**src/rtl/lcd_pkg.sv**
```systemverilog
// Shared definitions for the LCD bus sequencer: FSM states, default
// timing constants and command classification.
package lcd_pkg;

  typedef enum logic [2:0] {
    ST_IDLE,
    ST_SETUP,
    ST_PULSE,
    ST_HOLD,
    ST_EXEC,
    ST_DONE
  } lcd_state_t;

  localparam int unsigned LCD_T_SETUP = 2;
  localparam int unsigned LCD_T_PULSE = 12;
  localparam int unsigned LCD_T_HOLD  = 2;
  localparam int unsigned LCD_T_EXEC  = 2000;
  localparam int unsigned LCD_T_LONG  = 82000;

  // Clear (0x01) and return-home (0x02/0x03) need the long execution wait.
  function automatic logic is_long_cmd(input logic rs, input logic [7:0] data);
    return (!rs) && (data[7:2] == 6'b0);
  endfunction

endpackage

```
**src/rtl/lcd_delay_counter.sv**
```systemverilog
// Down-counter shared by every phase and execution wait of the sequencer.
// Loading N-1 gives a phase of N cycles ending on the zero flag.
module lcd_delay_counter #(
  parameter int unsigned CW = 18
) (
  input  logic          Clk,
  input  logic          Reset,
  input  logic          load,
  input  logic          en,
  input  logic [CW-1:0] load_value,
  output logic          zero
);

  logic [CW-1:0] count;

  // Load takes priority; counting stops at zero.
  always_ff @(posedge Clk) begin
    if (Reset) begin
      count <= '0;
    end else if (load) begin
      count <= load_value;
    end else if (en && (count != '0)) begin
      count <= count - 1'b1;
    end
  end

  assign zero = (count == '0);

endmodule

```
**src/rtl/lcd_bus_sequencer.sv**
```systemverilog
// HD44780-style LCD bus sequencer: one byte per Valid/Ready handshake with
// setup, E strobe, hold and command execution wait.
// Optional macro LCD_NIBBLE_MODE_EN selects the 4-bit bus (two strobes per
// byte, or one when Single is set).
module lcd_bus_sequencer
  import lcd_pkg::*;
#(
  parameter int unsigned T_SETUP = LCD_T_SETUP,
  parameter int unsigned T_PULSE = LCD_T_PULSE,
  parameter int unsigned T_HOLD  = LCD_T_HOLD,
  parameter int unsigned T_EXEC  = LCD_T_EXEC,
  parameter int unsigned T_LONG  = LCD_T_LONG
) (
  input  logic       Clk,
  input  logic       Reset,
  input  logic       Valid,
  input  logic       Rs,
  input  logic [7:0] Data,
  input  logic       Single,
  output logic       Ready,
  output logic       Done,
  output logic       LCD_RS,
  output logic       LCD_RW,
  output logic       LCD_E,
  output logic [7:0] LCD_DB
);

  localparam int unsigned M1    = (T_SETUP > T_PULSE) ? T_SETUP : T_PULSE;
  localparam int unsigned M2    = (M1 > T_HOLD) ? M1 : T_HOLD;
  localparam int unsigned M3    = (M2 > T_EXEC) ? M2 : T_EXEC;
  localparam int unsigned T_MAX = (M3 > T_LONG) ? M3 : T_LONG;
  localparam int unsigned CW    = $clog2(T_MAX) + 1;

  lcd_state_t    state, state_next;
  logic          rs_q;
  logic [7:0]    data_q;
  logic          load;
  logic [CW-1:0] load_value;
  logic [CW-1:0] wait_value;
  logic          zero;
  logic          accept;
  logic          nib_set;

`ifdef LCD_NIBBLE_MODE_EN
  logic          single_q;
  logic          nib_q;
`else
  logic          unused_single;
  assign unused_single = Single;
`endif

  assign Ready  = (state == ST_IDLE) && !Reset;
  assign accept = Valid && Ready;

  lcd_delay_counter #(.CW(CW)) u_delay (
    .Clk        (Clk),
    .Reset      (Reset),
    .load       (load),
    .en         (state != ST_IDLE),
    .load_value (load_value),
    .zero       (zero)
  );

  // State register.
  always_ff @(posedge Clk) begin
    if (Reset) begin
      state <= ST_IDLE;
    end else begin
      state <= state_next;
    end
  end

  // Request latch; it drives the bus directly so the bus holds its last value.
  always_ff @(posedge Clk) begin
    if (Reset) begin
      rs_q   <= 1'b0;
      data_q <= '0;
`ifdef LCD_NIBBLE_MODE_EN
      single_q <= 1'b0;
      nib_q    <= 1'b0;
`endif
    end else if (accept) begin
      rs_q   <= Rs;
      data_q <= Data;
`ifdef LCD_NIBBLE_MODE_EN
      single_q <= Single;
      nib_q    <= 1'b0;
`endif
    end else if (nib_set) begin
`ifdef LCD_NIBBLE_MODE_EN
      nib_q <= 1'b1;
`endif
    end
  end

  // Execution wait selection; a single-nibble write always uses the normal wait.
  always_comb begin
    wait_value = CW'(T_EXEC - 1);
`ifdef LCD_NIBBLE_MODE_EN
    if (!single_q && is_long_cmd(rs_q, data_q)) begin
      wait_value = CW'(T_LONG - 1);
    end
`else
    if (is_long_cmd(rs_q, data_q)) begin
      wait_value = CW'(T_LONG - 1);
    end
`endif
  end

  // Next-state logic; each phase loads the counter for the following phase.
  always_comb begin
    state_next = state;
    load       = 1'b0;
    load_value = '0;
    nib_set    = 1'b0;
    case (state)
      ST_IDLE: begin
        if (Valid) begin
          state_next = ST_SETUP;
          load       = 1'b1;
          load_value = CW'(T_SETUP - 1);
        end
      end
      ST_SETUP: begin
        if (zero) begin
          state_next = ST_PULSE;
          load       = 1'b1;
          load_value = CW'(T_PULSE - 1);
        end
      end
      ST_PULSE: begin
        if (zero) begin
          state_next = ST_HOLD;
          load       = 1'b1;
          load_value = CW'(T_HOLD - 1);
        end
      end
      ST_HOLD: begin
        if (zero) begin
          state_next = ST_EXEC;
          load       = 1'b1;
          load_value = wait_value;
`ifdef LCD_NIBBLE_MODE_EN
          // High nibble sent: loop back through SETUP for the low nibble.
          if (!nib_q && !single_q) begin
            state_next = ST_SETUP;
            load_value = CW'(T_SETUP - 1);
            nib_set    = 1'b1;
          end
`endif
        end
      end
      ST_EXEC: begin
        if (zero) begin
          state_next = ST_DONE;
        end
      end
      ST_DONE: begin
        state_next = ST_IDLE;
      end
      default: begin
        state_next = ST_IDLE;
      end
    endcase
  end

  assign Done   = (state == ST_DONE);
  assign LCD_E  = (state == ST_PULSE);
  assign LCD_RW = 1'b0;
  assign LCD_RS = rs_q;
`ifdef LCD_NIBBLE_MODE_EN
  assign LCD_DB = {(nib_q ? data_q[3:0] : data_q[7:4]), 4'h0};
`else
  assign LCD_DB = data_q;
`endif

endmodule

```
**config.mk**
```make
export PLATFORM = sky130hd
export DESIGN_NAME = lcd_bus_sequencer
export DESIGN_NICKNAME = d
export VERILOG_FILES = /design/src/rtl/lcd_pkg.sv /design/src/rtl/lcd_delay_counter.sv /design/src/rtl/lcd_bus_sequencer.sv
export SDC_FILE = /design/constraint.sdc
export NUM_CORES = 1
export LEC_CHECK = 0
export BUFFER_PORTS_ARGS = -buffer_cell sky130_fd_sc_hd__clkbuf_2
export CELL_PAD_IN_SITES_DETAIL_PLACEMENT = 0
export CELL_PAD_IN_SITES_GLOBAL_PLACEMENT = 1
export CORE_ASPECT_RATIO = 2
export CORE_MARGIN = 4
export CORE_UTILIZATION = 45
export DETAILED_ROUTE_END_ITERATION = 16
export HOLD_SLACK_MARGIN = 0.15
export PLACE_DENSITY_LB_ADDON = 0.1
export SETUP_SLACK_MARGIN = 0.2
export SYNTH_ARGS = -nofsm -noshare
export SYNTH_HDL_FRONTEND = slang
export SYNTH_SLANG_ARGS = --single-unit
```
**constraint.sdc**
```tcl
create_clock -name Clk -period 3.41 [get_ports Clk]
set_input_delay 0.682 -clock Clk [delete_from_list [all_inputs] [get_ports Clk]]
set_output_delay 0.682 -clock Clk [all_outputs]
set_load 0.01 [all_outputs]
```
-- After elaboration in Yosys (flattened, before gate mapping)
Cells that the tools add are included.
- $add $sub $neg: 1
- equality and inequality tests: 10
- mux-type cells: 17
- reduce and logical (&&, ||, !) cells: 14
- operator list (kind ; number):
    one-hot mux 18 bit (4 select lines) ; 1
    two-way mux 18 bit ; 3
    zero test 18 bit ; 1
    nonzero test 18 bit ; 1
    subtractor 18 x 1 -> 18 bit (second input constant) ; 1
    two-way mux 17 bit ; 1
    two-way mux 3 bit ; 5
    one-hot mux 3 bit (5 select lines) ; 1
    inequality test 2 x 1 -> 1 bit (second input constant) ; 4
    == test 3 x 2 -> 1 bit (second input constant) ; 2
    == test 3 bit (second input constant) ; 2
    zero test 6 bit ; 1
    AND reduction 5 bit ; 1
    logical AND 1 bit ; 4
    two-way mux 1 bit ; 4
    two-way mux 4 bit ; 1
    == test 3 x 1 -> 1 bit (second input constant) ; 1
    zero test 3 bit ; 1
    nonzero test 3 bit ; 1
    OR reduction 3 bit ; 1
    zero test 1 bit ; 2
    inequality test 2 bit (second input constant) ; 1
    one-hot mux 1 bit (2 select lines) ; 1
    nonzero test 2 bit ; 1
- register bits: 30
- bits of input ports: 13
- output and inout port bits: 13
- word-level logic and storage cells: 46

-- Logic depth before layout (Yosys ltp)
Gate-level depths: netlist of run 1.
- depth in word-level cells: 6
- mapped depth: 7
- depth with buffers taken out: 7

-- By module
Synthesis of run 1 repeated with hierarchy kept, for this count alone.
- cells, all modules: 202
- area total of the unflattened synthesis: 1639.1 um2
- by module, submodules not included (module ; times used ; cells an instance ; area each (um2) ; seq. area each (um2)):
    lcd_delay_counter ; 1 ; 127 ; 1048.5 ; 360.3
    lcd_bus_sequencer ; 1 ; 75 ; 590.6 ; 240.2

-- Worst setup path before layout of run 1
OpenSTA, ideal clock, no wires.
- path kind: flip-flop to flip-flop
- start point: register u_delay.count[0]
- end point: register u_delay.count[7]
- setup time: 143 ps
- arrival: 1852 ps
- data required time: 3267 ps
- path slack: 1415 ps
- stages on the path, launching flop included: 8
- path buffers: 0
- clock period less this slack: 1995 ps
- cell sequence: dfxtp_1 > inv_1 > ha_1 > nor3b_1 > nand2_1 > o311ai_2 > a21o_1 > a221oi_1
- cells in the longest elaborated chain, start to end: 4
- elaborated cells on any way between the ends: 11
- those cells by class: 1 x add/sub; 6 x mux; 4 x reduce/logical
- ends and longest elaborated chain (item ; RTL line ; source):
    from (decl) ; lcd_delay_counter.sv:14 ; logic [CW-1:0] count;
    from (signal assigned) ; lcd_delay_counter.sv:21 ; count <= load_value;
    from (signal assigned) ; lcd_delay_counter.sv:23 ; count <= count - 1'b1;
    parallel branches: the longest is 4 deep, another holds subtractor 18 x 1 -> 18 bit ; n/a ;
Parallel ways; which one is timed is not known. The select of a mux whose other input is x is not followed.
A chain may end at the register's enable or synchronous reset.

-- Worst setup path in the final report of run 1
- start point: register u_delay.count[1]
- end point: register u_delay.count[7]
The elaborated chain is that of the path after synthesis.

==> results.cfg, run 1 <==
[status]
status = completed

[finish]
area_growth_syn_to_layout_pct = 13.15
drive_above_1_share_pct = 20.00
diodes = 0
fin_nets = 254
final_area_um2 = 1971

[placed_design]
placed_area_um2 = 1894
port_buffers = 23
hpwl_mm = 3.802
routabilityCongestion = 0.9402

[power_and_ir_drop]
pwr-share-seq_pct = 26.5
p_switching_mw = 1.185
p_clk_share_pct = 11.6
powerDensity_nw_per_um2 = 1193
combPwrFrac_pct = 62.0
total_leakage_power_nw = 0.7645
sw_frac_of_total_pct = 50.41
power.internal_mw = 1.166
vdd_drop_max_v = 0.0005571

[sta]
tightest_slew_ns = 1.064
min_period_ns = 2.554
fin_skew_ns = 0.005394
slew_violations = 0
min_period_over_period_pct = 74.91
slew-limit-headroom_pct = 28.41
max_freq_ghz = 0.3915
holdWs_ns = 0.4581
fin_tns_setup_ns = 0
rsz0062_at_grt = no
setup_viol = 0
hold_viol = 0

[clock_tree]
cts_resized = 0
cts_sinks = 30
post_cts_buffers = 0
cts_buffer_depth = 2
cts-root-buf = clkbuf_8
clk_pin_slew_ns = 0.06
holdBufCountCts = 0
clock_latency_ns = 0.28
cts_buffers = 5
cts_tree = yes
cts_max_level = 2

[logic_synthesis]
synth-seq-cells = 30
syn_inst = 218
synth-main-ff-cell = dfxtp_1
yosysWarningCount = 0
synth.distinct_cells = 52
avgSynthCellArea_um2 = 7.989
synth.cell_area_um2 = 1742
synthArstFlopShare_pct = 0
yosysSeqAreaShare_pct = 34.48
syn_nets = 232
synth-edff-count = 0

[drt]
num_vias = 1744
drt_iter0_drc = 71
wl_per_cell_um = 17.24
routed_via_density = 6.035
dr.pass1.iters = 4
detail-route-antenna-nets = 0
wl_mm = 4.983
drc = 0

[global_routing]
gr-total-overflow = 0
grt_max_degree = 22
grt_pass1_wl_mm = 8.114
grt_pass1_vias = 1739
track_usage_pct = 21.88
antenna_found_initial = 0

[die]
num_rows = 31
pin_count = 26
die_height_um = 95.98
core_um2 = 3685
fp.dieW_um = 51.99
start_util_pct = 47.27
die_area_um2 = 4990

[worst_setup_path]
worstPathCellList = inv_1, ha_1, nor3b_1, nand2_1, o311ai_2, a21o_1, a221oi_1
critPathTopFamily = compound AO/OA/AOI/OAI gates
max_stage_delay_ns = 0.73
crit_path_start_kind = flip-flop
critical_path_arrival_ns = 2.72
path_max_fanout = 8
critical_path_class = flip-flop to flip-flop
cp.required_ns = 3.57
end_kind = flip-flop
worst_path_max_delay_cell = o311ai_2
worst-path-buf-inv = 1

[flow_run]
maxCapViolations = 0

[hold_path]
hold_path.class = flip-flop to flip-flop
## through the flow
stage,std cells,utilization [%],power (mW),worst slack (ns)
4_1_cts,289,53.48,2.345,0.8507
3_3_place_gp,282,51.41,2.032,0.9488
5_1_grt,289,53.48,2.532,0.6505
3_5_place_dp,282,51.41,2.068,0.8858
2_1_floorplan,218,-,1.712,1.415
6_report,289,53.48,2.351,0.8556
## power by group through the flow
stage | logic (mW) | clock network (mW) | registers, mW
after detailed placement | 1.44 | 0 | 0.629
after floorplan | 1.14 | 0 | 0.574
after CTS | 1.45 | 0.276 | 0.621
after global placement | 1.41 | 0 | 0.624
after global routing | 1.60 | 0.292 | 0.642
final | 1.46 | 0.272 | 0.623
## synth_stat cells (3+ instances only)
| cell type | number | area, um2 |
|---|---|---|
| o21ai_1 | 4 | 20.02 |
| xor2_1 | 4 | 35.03 |
| nor3_1 | 8 | 40.04 |
| or3_2 | 3 | 22.52 |
| or4_1 | 3 | 22.52 |
| o211ai_1 | 4 | 30.03 |
| xnor2_1 | 4 | 35.03 |
| nor4_1 | 5 | 31.28 |
| inv_1 | 6 | 22.52 |
| o21ai_0 | 4 | 20.02 |
| clkbuf_1 | 9 | 33.78 |
| a221oi_1 | 3 | 26.28 |
| o31ai_1 | 3 | 22.52 |
| nand3_1 | 6 | 30.03 |
| a21oi_1 | 22 | 110.1 |
| a211oi_1 | 5 | 37.54 |
| nor2_1 | 19 | 71.32 |
| or2_2 | 4 | 25.02 |
| dfxtp_1 | 30 | 600.6 |
| nand2b_1 | 3 | 18.77 |
| nand2_1 | 27 | 101.4 |
## kinds of logic (layout without fill, tap and decap cells)
kind of cell / after synthesis / count (layout) / share of synthesized area, %
other cells: 1 / 1 / 0.2153
mux: 1 / 1 / 0.6465
simple gates: 101 / 101 / 33.55
xor+xnor: 8 / 8 / 4.023
compound gates: 59 / 59 / 22.42
buf+inv: 17 / 39 / 3.951
flops: 30 / 30 / 34.48
fa+ha+maj: 1 / 1 / 0.7183
## cell usage in the layout (no fill, tap or decap), types with 3 or more instances in the layout
| master | n |
|---|---|
| a21oi_1 | 22 |
| nand3_1 | 6 |
| nand2b_1 | 3 |
| clkbuf_2 | 23 |
| inv_1 | 6 |
| o31ai_1 | 3 |
| xor2_1 | 4 |
| o21ai_1 | 4 |
| nor4_1 | 5 |
| or4_1 | 3 |
| dfxtp_1 | 30 |
| o21ai_0 | 4 |
| a221oi_1 | 3 |
| buf_4 | 3 |
| o211ai_1 | 4 |
| a211oi_1 | 5 |
| or3_2 | 3 |
| nor3_1 | 8 |
| or2_2 | 4 |
| clkbuf_8 | 5 |
| nand2_1 | 27 |
| xnor2_1 | 4 |
| nor2_1 | 19 |
## path summary, 6_finish.rpt
check	start	end	slack (ns)	cells past startpoint
setup reg to reg	u_delay.count[1]$_SDFFE_PP0P_	u_delay.count[7]$_SDFFE_PP0P_	0.86	7
setup / recovery	u_delay.count[1]$_SDFFE_PP0P_	u_delay.count[7]$_SDFFE_PP0P_	0.86	7
hold reg to reg	LCD_DB[0]$_SDFFE_PP0P_	LCD_DB[0]$_SDFFE_PP0P_	0.46	2
hold / removal	LCD_DB[0]$_SDFFE_PP0P_	LCD_DB[0]$_SDFFE_PP0P_	0.46	2
## flip-flops by register name, summed over array words and instances (netlist names)
name and count:
LCD_DB 8, u_delay.count 18, LCD_RS 1, state 3
## cell type report
class / count / area [um2]
sequential: 30 / 600.6
fill: 370 / 1714
multi-input combinational: 171 / 1072
clock buffer: 7 / 76.32
timing repair buffer: 26 / 137.6
tap: 49 / 61.31
inverter: 6 / 22.52
## per-layer routing
layer | part of all wire [%] | vias up | track usage, %
met4 | 4.3 | 0 | 14.88
met3 | 4.4 | 15 | 4.651
li1 | - | 842 | -
met5 | 0 | - | 0
met1 | 37 | 823 | 22.54
met2 | 54 | 64 | 38.13
## worst register-to-register path, stage by stage (launching register included)
cell and delay, ns:
dfxtp_1 0.33, inv_1 0.08, ha_1 0.22, nor3b_1 0.52, nand2_1 0.34, o311ai_2 0.73, a21o_1 0.16, a221oi_1 0.07
Note: power is estimated with default switching activity, not from simulation.
==> run 2, diff against run 1 <==
--- a/config.mk
+++ b/config.mk
@@ -10,7 +10,7 @@
 export CELL_PAD_IN_SITES_GLOBAL_PLACEMENT = 1
 export CORE_ASPECT_RATIO = 2
 export CORE_MARGIN = 4
-export CORE_UTILIZATION = 45
+export CORE_UTILIZATION = 37
 export DETAILED_ROUTE_END_ITERATION = 16
 export HOLD_SLACK_MARGIN = 0.15
 export PLACE_DENSITY_LB_ADDON = 0.1
==> constraint.sdc (replaced) <==
create_clock -name Clk -period 2.1 [get_ports Clk]
set_input_delay 0.42 -clock Clk [delete_from_list [all_inputs] [get_ports Clk]]
set_output_delay 0.42 -clock Clk [all_outputs]
set_load 0.01 [all_outputs]
==> results.cfg, run 2 (synthesis gave the netlist of run 1 again) <==
[placed_design]
routabilityCongestion = 0.8614
placed_area_um2 = 2165
hpwl_mm = 4.525
port_buffers = 23

[clock_tree]
cts_buffer_depth = 2
holdBufCountCts = 0
clock_latency_ns = 0.28
cts_sinks = 30
cts-root-buf = clkbuf_8
cts_tree = yes
cts_max_level = 2
clk_pin_slew_ns = 0.06
cts_buffers = 5

[worst_setup_path]
cp.required_ns = 2.30
critical_path_arrival_ns = 2.11
crit_path_start_kind = flip-flop
end_kind = flip-flop
worstPathCellList = inv_2, ha_2, nor3b_4, buf_6, and3_4, nand2_4, mux2_4, o32ai_2
path_max_fanout = 5
critPathTopFamily = simple AND/OR/NAND/NOR gates
worst-path-buf-inv = 2
max_stage_delay_ns = 0.34
critical_path_class = flip-flop to flip-flop
worst_path_max_delay_cell = dfxtp_2

[sta]
fin_tns_setup_ns = 0
fin_skew_ns = 0.006242
hold_viol = 0
tightest_slew_ns = 0.7196
slew_violations = 0
rsz0062_at_grt = yes
min_period_over_period_pct = 91.26
slew-limit-headroom_pct = 51.63
min_period_ns = 1.916
max_freq_ghz = 0.5218
setup_viol = 0

[global_routing]
grt_pass1_wl_mm = 9.349
antenna_found_initial = 0
gr-total-overflow = 0
grt_pass1_vias = 1974
grt_max_degree = 20
track_usage_pct = 20.51

[drt]
drc = 0
num_vias = 1981
wl_per_cell_um = 18.03
wl_met1_mm = 2.124
route.met3.wl_um = 211
dr.max_layer_used = met4
wl_met2_mm = 3.469
detail-route-antenna-nets = 0
dr.pass1.iters = 4
drt_iter0_drc = 75
routed_via_density = 5.809
wl_mm = 6.149

[power_and_ir_drop]
vdd_drop_max_v = 0.001004
powerDensity_nw_per_um2 = 2173
total_leakage_power_nw = 1.053

[finish]
final_area_um2 = 2530
largest_register_ffs = 18
final_cell_mix = buf_4 (47), nand2_1 (25), clkbuf_2 (22), dfxtp_1 (21), a21oi_1 (21)
drive_above_1_share_pct = 46.50
fin_nets = 299
area_growth_syn_to_layout_pct = 45.26
regMostFlops = u_delay.count
diodes = 0
final_common_cell = buf_4

[die]
start_util_pct = 37.88
core_um2 = 4598
pin_count = 26
num_rows = 35
die_height_um = 105.0
fp.dieW_um = 56.52
die_area_um2 = 5936

[status]
status = completed

[hold_path]
hold_path.class = input pin to flip-flop

[flow_run]
maxCapViolations = 0
==> run 2: cell types whose count changed in the layout (fill, tap and decap cells not counted), sizes merged <==
cell,change
buf,+46
clkbuf,-1
clkinv,+1
==> run 2: routing by layer <==
metal	GRT usage (%)	vias up
met3	3.214	20
met1	19.29	962
met5	0	-
met4	16.13	0
met2	37.33	64
li1	-	935
==> run 2: worst paths after layout <==
| check | from | slack [ns] | to | cells past startpoint |
|---|---|---|---|---|
| worst max register to register | u_delay.count[1]$_SDFFE_PP0P_ | 0.18 | u_delay.count[3]$_SDFFE_PP0P_ | 8 |
| worst min register to register | LCD_DB[1]$_SDFFE_PP0P_ | 0.46 | LCD_DB[1]$_SDFFE_PP0P_ | 2 |
| worst min-delay path | Data[7] | 0.36 | LCD_DB[7]$_SDFFE_PP0P_ | 3 |
| worst max-delay path | u_delay.count[1]$_SDFFE_PP0P_ | 0.18 | u_delay.count[3]$_SDFFE_PP0P_ | 8 |
==> run 2: per-stage QoR <==
stage | setup slack (ns) | instances | utilization (%) | hold slack [ns] | power [mW]
detailed placement | 0.02760 | 321 | 47.07 | 0.4553 | 4.114
floorplan | 0.2346 | 218 | - | 0.4659 | 2.821
CTS | 0.1906 | 332 | 51.16 | 0.3526 | 4.921
finish | 0.1836 | 341 | 55.02 | 0.3556 | 5.498
global placement | 0.03701 | 321 | 47.07 | 0.4434 | 4.062
global route | 0.1249 | 341 | 55.02 | 0.3655 | 5.825
==> run 2: what timing repair did <==
action                                  4_1_cts  5_1_grt
gates resized for setup                      22       26
pin swaps                                     4       11
setup buffers                                 3        9
endpoints found under the setup margin       21       19
==> run 2: cell type report <==
| class | instances | area, um2 |
|---|---|---|
| inverter | 6 | 22.52 |
| sequential | 30 | 619.3 |
| clock inverter | 1 | 5.005 |
| timing repair buffer | 71 | 479.2 |
| tap | 55 | 68.82 |
| clock buffer | 7 | 86.33 |
| fill | 442 | 2068 |
| multi-input combinational | 171 | 1249 |
==> run 2: worst reg2reg max path, delay by kind of cell (launching register included) <==
family | cells | cell delay [ns]
flip-flops | 1 | 0.34
AND/OR/NAND/NOR | 3 | 0.60
multiplexers | 1 | 0.33
buffers and inverters | 2 | 0.20
adder cells (fa/ha/maj) | 1 | 0.18
AO/OA/AOI/OAI | 1 | 0.18
==> run 2: report_power, final <==
part,internal [mW],switching [mW],total (mW)
Combinational,1.91,2.05,3.96
Sequential,0.772,0.279,1.05
Clock,0.264,0.220,0.484
Total,2.95,2.55,5.50
==> run 3, diff against run 2 <==
--- a/config.mk
+++ b/config.mk
@@ -15,6 +15,8 @@
 export HOLD_SLACK_MARGIN = 0.15
 export PLACE_DENSITY_LB_ADDON = 0.1
 export SETUP_SLACK_MARGIN = 0.2
+export SLEW_MARGIN = 15
 export SYNTH_ARGS = -nofsm -noshare
 export SYNTH_HDL_FRONTEND = slang
+export SYNTH_HIERARCHICAL = 1
 export SYNTH_SLANG_ARGS = --single-unit
==> results.cfg, run 3 <==
[logic_synthesis]
synth-main-ff-cell = dfxtp_1
yosysSeqAreaShare_pct = 36.64
synth_most_common_cell = dfxtp_1
synthTopCellsByCount = dfxtp_1 (30), nand2_1 (27), nor2_1 (24)
avgSynthCellArea_um2 = 8.114
yosysWarningCount = 6
synth_top_area_cell = dfxtp_1
synth_area_leaders = dfxtp_1 (37%), a211oi_1 (6.9%), nand2_1 (6.2%)
synthArstFlopShare_pct = 0
synth.distinct_cells = 45
synth-seq-cells = 30
synth.cell_area_um2 = 1639
syn_inst = 202
synth-edff-count = 0
synth.top_cell.area_share_pct = 36.64

[clock_tree]
cts_buffers = 5
cts_sinks = 30
cts_max_level = 2
holdBufCountCts = 0
cts-root-buf = clkbuf_8
cts_tree = yes
clk_pin_slew_ns = 0.07
cts_buffer_depth = 2
clock_latency_ns = 0.28

[worst_setup_path]
critical_path_class = flip-flop to flip-flop
end_kind = flip-flop
critical_path_arrival_ns = 2.40
crit_path_start_kind = flip-flop
path_max_fanout = 5
cp.required_ns = 2.29

[finish]
utilization_pct = 56.60
drive_above_1_share_pct = 43.91
final_cell_mix = buf_4 (41), nand2_1 (26), dfxtp_1 (25), clkbuf_2 (23)
fin_nets = 284
area_growth_syn_to_layout_pct = 49.85
diodes = 0
regMostFlops = u_delay/count
final_common_cell = buf_4
largest_register_ffs = 18

[sta]
hold_viol = 0
tightest_slew_ns = 0.6715
fin_ws_ns = -0.1047
slew-limit-headroom_pct = 54.82
rsz0062_at_grt = yes
fin_tns_setup_ns = -0.4736
fin_skew_ns = 0.003617
max_freq_ghz = 0.4536
min_period_ns = 2.205
min_period_over_period_pct = 105.0
setup_viol = 11
slew_violations = 0

[power_and_ir_drop]
p_clk_share_pct = 34.9
sw_frac_of_total_pct = 29.36
total_leakage_power_nw = 1.007
power.internal_mw = 1.488
combPwrFrac_pct = 33.3
powerDensity_nw_per_um2 = 857.8
p_switching_uw = 618.5
pwr-share-seq_pct = 31.8
vdd_drop_max_v = 0.0004917

[drt]
num_vias = 1736
routed_via_density = 5.342
wl_per_cell_um = 14.60
wl_mm = 4.744
dr.pass1.iters = 4
detail-route-antenna-nets = 0
drt_iter0_drc = 42
drc = 0

[die]
start_util_pct = 37.77
num_rows = 34
fp.dieW_um = 55.07
die_height_um = 102.1
pin_count = 26
core_um2 = 4339
die_area_um2 = 5624

[placed_design]
hpwl_mm = 3.430
port_buffers = 23
routabilityCongestion = 0.8157

[global_routing]
grt_pass1_vias = 1771
track_usage_pct = 18.89
gr-total-overflow = 0
antenna_found_initial = 0
grt_max_degree = 31
grt_pass1_wl_mm = 7.852

[hold_path]
hold_path.class = input pin to flip-flop

[status]
violations = negative setup slack
status = complete, but fails checks

[flow_run]
maxCapViolations = 0
[run 3: per-stage QoR]
step	power, mW	hold slack, ns	cell area, um2	std cells	worst slack [ns]
2_1_floorplan	1.054	0.4805	1742	209	-0.1009
3_3_place_gp	1.281	0.4420	2133	311	-0.09338
3_5_place_dp	1.294	0.4561	2133	311	-0.1545
4_1_cts	2.095	0.3436	2390	321	-0.1170
5_1_grt	2.220	0.3409	2456	325	-0.2098
6_report	2.107	0.3528	2456	325	-0.1047
[run 3: final timing paths]
path / cells past startpoint / slack [ns] / startpoint / to
setup / recovery: 6 / -0.10 / u_delay/count[11]$_SDFFE_PP0P_ / u_delay/count[14]$_SDFFE_PP0P_
hold / removal: 3 / 0.35 / Data[2] / LCD_DB[2]$_SDFFE_PP0P_
setup reg to reg: 6 / -0.10 / u_delay/count[11]$_SDFFE_PP0P_ / u_delay/count[14]$_SDFFE_PP0P_
hold reg to reg: 2 / 0.46 / LCD_DB[0]$_SDFFE_PP0P_ / LCD_DB[0]$_SDFFE_PP0P_
[run 3: final cells by class]
| cell class | instances | area [um2] |
|---|---|---|
| inverters | 4 | 15.01 |
| flip-flops and latches | 30 | 606.8 |
| fillers | 412 | 1883 |
| repair buffers | 67 | 474.2 |
| clock inverters | 2 | 60.06 |
| well taps | 54 | 67.56 |
| clock buffers | 6 | 82.58 |
| multi-input cells | 162 | 1150 |
[run 3: critical path, stage by stage (launching register included)]
cell and delay, ns:
dfxtp_2 0.32, or4_4 0.54, buf_4 0.16, or3b_4 0.42, nor4_2 0.29, xnor2_1 0.12
a211oi_1 0.26
[run 3: cells by family after synthesis]
| logic type | synth area share [%] |
|---|---|
| flip-flops | 36.64 |
| multiplexers | 1.298 |
| XOR/XNOR | 6.412 |
| AND/OR/NAND/NOR | 31.15 |
| adder cells (fa/ha/maj) | 0.7632 |
| buffers and inverters | 5.266 |
| other | 0.2288 |
| AO/OA/AOI/OAI | 18.25 |
[run 3: metal layers]
layer,GRT usage (%),vias to the layer above,part of all wire [%]
li1,-,853,-
met1,18.39,826,36
met2,35.77,47,57
met3,3.504,10,4.6
met4,8.427,0,2.5
met5,0,-,0
[run 3: timing repair]
item / 4_1_cts / 5_1_grt
gates resized for setup: 22 / 9
pin swaps: 3 / 11
setup buffers: 2 / 4
endpoints found under the hold margin: 0 / 0
endpoints found under the setup margin: 21 / 21
[run 3: power groups by stage]
stage	sequential [mW]	clock [mW]	combinational [mW]
global route	0.678	0.783	0.759
finish	0.670	0.736	0.701
global placement	0.677	0	0.604
CTS	0.670	0.762	0.663
floorplan	0.689	0	0.364
detailed placement	0.680	0	0.613
